--- src/rtl/spike_buffer_reader.sv ---
// Read-side controller for the 16-entry spike packet buffer: mirrors writer traffic for
// occupancy, fetches entries in write order and presents them on a registered valid/ready stage.
module spike_buffer_reader #(
  parameter int DATA_WIDTH = 32,
  parameter int DEPTH      = 16,
  localparam int AW        = $clog2(DEPTH),
  localparam int CW        = AW + 1
) (
  input  logic                  clk,
  input  logic                  reset_n,
  input  logic                  wen,
  output logic [AW-1:0]         rd_addr,
  input  logic [DATA_WIDTH-1:0] rd_data,
  output logic                  out_valid,
  input  logic                  out_ready,
  output logic [DATA_WIDTH-1:0] out_data,
  output logic [CW-1:0]         count,
  output logic                  empty,
  output logic                  full,
  output logic                  overflow
);

  typedef enum logic {
    IDLE = 1'b0,
    HOLD = 1'b1
  } state_t;

  state_t                state_q, state_d;
  logic [CW-1:0]         count_q, count_d;
  logic [AW-1:0]         rd_ptr_q, rd_ptr_d;
  logic [DATA_WIDTH-1:0] out_data_q, out_data_d;
  logic                  overflow_q, overflow_d;

  logic has_data;
  logic is_full;
  logic pop;
  logic push;

  assign has_data = (count_q != '0);
  assign is_full  = (count_q == CW'(DEPTH));

  always_comb begin
    state_d    = state_q;
    count_d    = count_q;
    rd_ptr_d   = rd_ptr_q;
    out_data_d = out_data_q;
    overflow_d = overflow_q;
    pop        = 1'b0;

    case (state_q)
      IDLE: begin
        if (has_data) begin
          pop     = 1'b1;
          state_d = HOLD;
        end
      end
      HOLD: begin
        if (out_ready) begin
          if (has_data) begin
            pop = 1'b1;
          end else begin
            state_d = IDLE;
          end
        end
      end
      default: state_d = IDLE;
    endcase

    // A write at full with no pop has already clobbered the oldest unfetched entry.
    push = wen && !(is_full && !pop);
    if (wen && is_full && !pop) begin
      overflow_d = 1'b1;
    end

    if (pop) begin
      out_data_d = rd_data;
      rd_ptr_d   = rd_ptr_q + AW'(1);
    end

    count_d = count_q + CW'(push) - CW'(pop);
  end

  always_ff @(posedge clk or negedge reset_n) begin
    if (!reset_n) begin
      state_q    <= IDLE;
      count_q    <= '0;
      rd_ptr_q   <= '0;
      out_data_q <= '0;
      overflow_q <= 1'b0;
    end else begin
      state_q    <= state_d;
      count_q    <= count_d;
      rd_ptr_q   <= rd_ptr_d;
      out_data_q <= out_data_d;
      overflow_q <= overflow_d;
    end
  end

  assign rd_addr   = rd_ptr_q;
  assign out_valid = (state_q == HOLD);
  assign out_data  = out_data_q;
  assign count     = count_q;
  assign empty     = (count_q == '0);
  assign full      = is_full;
  assign overflow  = overflow_q;

endmodule

--- config.mk ---
export PLATFORM = sky130hd
export DESIGN_NAME = spike_buffer_reader
export DESIGN_NICKNAME = d
export VERILOG_FILES = /design/src/rtl/spike_buffer_reader.sv
export SDC_FILE = /design/constraint.sdc
export NUM_CORES = 1
export LEC_CHECK = 0
export BUFFER_PORTS_ARGS = -buffer_cell sky130_fd_sc_hd__buf_2
export CAP_MARGIN = 20
export CELL_PAD_IN_SITES_DETAIL_PLACEMENT = 1
export CELL_PAD_IN_SITES_GLOBAL_PLACEMENT = 1
export CORE_ASPECT_RATIO = 0.75
export CORE_MARGIN = 3
export CORE_UTILIZATION = 36
export DETAILED_ROUTE_END_ITERATION = 12
export GPL_ROUTABILITY_DRIVEN = 0
export PLACE_DENSITY_LB_ADDON = 0.08
export SYNTH_ARGS = -nofsm -noshare
export SYNTH_HDL_FRONTEND = slang
export SYNTH_SLANG_ARGS = --single-unit
--- constraint.sdc ---
create_clock -name clk -period 2.61 [get_ports clk]
set_input_delay 0.522 -clock clk [delete_from_list [all_inputs] [get_ports clk]]
set_output_delay 0.522 -clock clk [all_outputs]
set_load 0.005 [all_outputs]
======== After elaboration in Yosys (flattened, before gate mapping) ========
Index checks and enable logic that the tools add are counted.
operators by class
  add/sub/neg operators ................... 3
  eq/ne operators ......................... 1
  muxes and demuxes ....................... 5
  bitwise gates (word level) .............. 1
  reduce and logical (&&, ||, !) cells .... 8
operator list
  cell                 count
  $add 5x1->5          1
  $eq 5x5->1 const B   1
  $logic_not 5->1      1
  $reduce_bool 5->1    1
  $sub 5x1->5          1
  $add 4x1->4 const B  1
  $logic_and 1x1->1    4
  $pmux 1 s2           2
  $mux 1               3
  $logic_not 1->1      2
  $not 1->1            1
storage, ports and cells
  bits in registers ....................... 43
  bits of input ports ..................... 36
  output and inout port bits .............. 45
  word-level logic and storage cells ...... 23

======== Longest topological paths before layout ========
  depth in word-level cells ............... 10
  depth in mapped cells ................... 13

======== Least setup slack after synthesis ========
No wires, ideal clock.
  kind .................................... flip-flop to flip-flop
  start ................................... register count_q[3] (netlist: count[3])
  end ..................................... register count_q[4] (netlist: count[4])
  data arrival time ....................... 2.370 ns
  required time ........................... 2.530 ns
  setup slack ............................. 0.160 ns
  stages on the path, launching flop included .. 14
  path buffers ............................ 1
  path through ............................ dfrtp_1 > inv_1 > ha_1 > nor4b_4 > nor2_2 > buf_4 > o21ai_0 > ha_1 > inv_1 > fa_1 > inv_1 > a21oi_1 > o21bai_1 > xnor2_1
between the ends
  cells in the longest elaborated chain, start to end .. 10
  elaborated cells on any way between the ends .. 11
RTL lines
  item                    line    RTL
  start, declared         29      logic [CW-1:0] count_q, count_d;
  start signal, assigned  92      count_q <= count_d;
  $reduce_bool 5->1       39      assign has_data = (count_q != '0);
  $mux 1                  52, 59
  $mux 1                  58      if (out_ready) begin
  $pmux 1 s2              50      case (state_q)
  $logic_not 1->1         70      push = wen && !(is_full && !pop);
  $logic_and 1x1->1       70
  $logic_not 1->1         70
  $logic_and 1x1->1       70
  $add 5x1->5             80      count_d = count_q + CW'(push) - CW'(pop);
  $sub 5x1->5 (*)         80
  net count_d[4]          29
The timed path passes the listed nets; every way through them passes the cells marked *.
A chain may end at the register's enable or synchronous reset.

======== Worst setup path after layout ========
  start ................................... register count_q[2] (netlist: count[2])
  end ..................................... register count_q[4] (netlist: count[4])
The elaborated chain is that of the path after synthesis.

==> results.cfg <==
[synth]
syn_area_um2 = 1775
synth.net_count = 158
synth_cell_type_count = 23
synth_area_per_cell_um2 = 15.44
yosysSeqAreaShare = 0.6061
yosys_warnings = 0
ys_seq_elements = 43
syn_inst = 115

[routing]
vias = 1196
wire_per_inst_um = 14.74
ant_nets = 0
dr.pass1.iters = 2
wl_um = 3788
drc = 0
drt_iter0_drc = 25
post_drt_via_cell_ratio = 4.654

[sta]
whs_ns = 0.3750
fmax_mhz = 410.9
worstMarginPinSlew_ns = 0.9209
fin_skew_ns = 0.004952
hold_viol_final = 0
tns_ns = 0
finalCritPeriodShare = 0.9325
setup_violations = 0
final.min_clock_period_ns = 2.434
timing.slew.headroom = 0.3861
setup_ws_ns = 0.1763
drv_slew = 0

[global_route]
grt_pass1_wl_um = 6285
grt_max_degree = 44
antenna_found_initial = 0
grt_pass1_vias = 1366
grt.overflow.total = 0
grt_use_total = 0.1403

[worst_setup_path]
path_class = flop to flop
critPathSlowestCell = or3_4
endpoint_kind = flop
cpPeakStageDelay_ns = 0.39
crit_buf_inv = 3
worstPathMaxFanout = 4
reg2reg_depth = 12
cpLargestDelayFamily = adder cells
path_cells = inv_1 -> ha_1 -> nor4b_4 -> or3_4 -> o21ai_0 -> ha_2 -> inv_1 -> fa_1 -> inv_1 -> a21oi_1 -> o21bai_1 -> xnor2_1
critPathArrivalTime_ns = 2.63
regToRegSetupSlack_ns = 0.18
crit_path_start_kind = flop
critPathMostFrequentCell = inv_1
crit_cells = 12
cp.required_ns = 2.81

[clock_network]
cts_hold_buf = 0
cts_max_path_buffers = 2
cts_tree = done
clkSinkCount = 43
worstSkewPairLatency_ns = 0.28
h-tree-depth = 2
cts_inserted_buffers = 5
clk_pin_slew_ns = 0.07
cts_root_buf = clkbuf_8

[power_and_ir_drop]
netSwitchingPower_uw = 695.3
power.density_nw_per_um2 = 950.6
p_clk_frac = 0.183
internal_power_uw = 1515
pwr-share-comb = 0.357
vdd_drop_max_v = 0.0003591
p_leak_uw = 0.001149
switching_share = 0.3146
p_seq_frac = 0.459

[final_layout]
layout_commonest_cell = buf_2
seq_area_um2 = 1076
diodes = 0
design_area_um2 = 2325
area_delta_synth_final_pct = 30.94
final_cell_mix = buf_2 (80), dfrtp_1 (43), mux2_2 (33)
layout-drive-gt1-share = 0.6300
multiInputGateArea_um2 = 655.6
fill_cells = 492
nets = 243

[floorplan]
initial_core_util = 0.3861
io_pins = 81
fp.dieW_um = 87.09
coreArea_um2 = 4598
core.rowCount = 21
die_h_um = 66.82
dieArea_um2 = 5819

[job]
maxCapViolCount = 0

[place]
hpwl_um = 2922
io_buffers = 80
dpl-instance-area_um2 = 2230
post-place-ws_ns = 0.1712

[status]
status = completed

[hold_path]
hp-class = primary input to asynchronous set/reset pin
==> worst paths after layout <==
kind                       startpoint           end
max reg2reg                  count[2]      count[4]
max in group asynchronous     reset_n      count[3]
min in group clk           rd_addr[3]    rd_addr[3]
min reg2reg                rd_addr[3]    rd_addr[3]
min                           reset_n  out_data[28]
max                          count[2]      count[4]
==> final cells by class <==
class,instances,area share
clock buffers,6,0.03552
repair buffers,81,0.1755
inverters,7,0.01130
well taps,57,0.03068
clock inverters,1,0.002153
multi-input cells,62,0.2820
flip-flops and latches,43,0.4629
==> cell families (layout without fill, tap and decap cells) <==
group	Yosys count	in the layout	synth area share
flops	43	43	0.6061
mux	33	33	0.2093
buf+inv	10	95	0.03172
simple gates	9	9	0.04300
fa+ha+maj	7	7	0.05356
xor+xnor	7	7	0.03453
compound gates	6	6	0.02185
==> power groups by stage <==
stage,Sequential [uW],Clock [uW],Combinational (uW)
after floorplan,1030,0,455
after global placement,1010,0,776
after detailed placement,1030,0,802
after CTS,1020,427,805
after global routing,1050,459,888
final,1020,406,789
==> per-stage QoR <==
stage / power, uW / util / cells
global placement: 1786 / 0.4849 / 250
floorplan: 1487 / - / 115
finish: 2210 / 0.5056 / 257
CTS: 2253 / 0.5039 / 257
detailed placement: 1833 / 0.4849 / 250
global route: 2397 / 0.5056 / 257
==> repair_timing <==
action / 4_1_cts / 5_1_grt
gates resized for setup: 0 / 2
setup endpoints to repair: 0 / 1
buffers inserted: 0 / 0
==> synth_stat cells, drive strengths merged <==
| library cell | n | area [um2] |
|---|---|---|
| a21o | 1 | 7.510 |
| a21oi | 2 | 10.01 |
| a31o | 1 | 8.760 |
| buf | 3 | 30.03 |
| dfrtp | 43 | 1076 |
| fa | 1 | 20.02 |
| ha | 6 | 75.07 |
| inv | 7 | 26.28 |
| mux2 | 33 | 371.6 |
| nand2 | 1 | 3.750 |
| nand2b | 1 | 6.260 |
| nand4 | 1 | 6.260 |
| nor2 | 1 | 6.260 |
| nor2b | 1 | 6.260 |
| nor4b | 1 | 23.77 |
| nor4bb | 1 | 10.01 |
| o21ai | 1 | 5.000 |
| o21bai | 1 | 7.510 |
| or2b | 1 | 7.510 |
| or3 | 1 | 6.260 |
| xnor2 | 4 | 35.03 |
| xor2 | 3 | 26.28 |
==> registers in the layout, indices dropped and copies added, names as in the netlist <==
signal     flops
count          5
rd_addr        4
out_data      32
overflow       1
out_valid      1
==> layer usage <==
metal,share of wire,global-route usage,vias to the layer above
li1,-,-,564
met1,0.42,0.1667,579
met4,0.0037,0.03448,0
met3,0.088,0.04944,2
met2,0.49,0.2434,51
met5,0,0,-
Power figures use the tool's default switching activity.
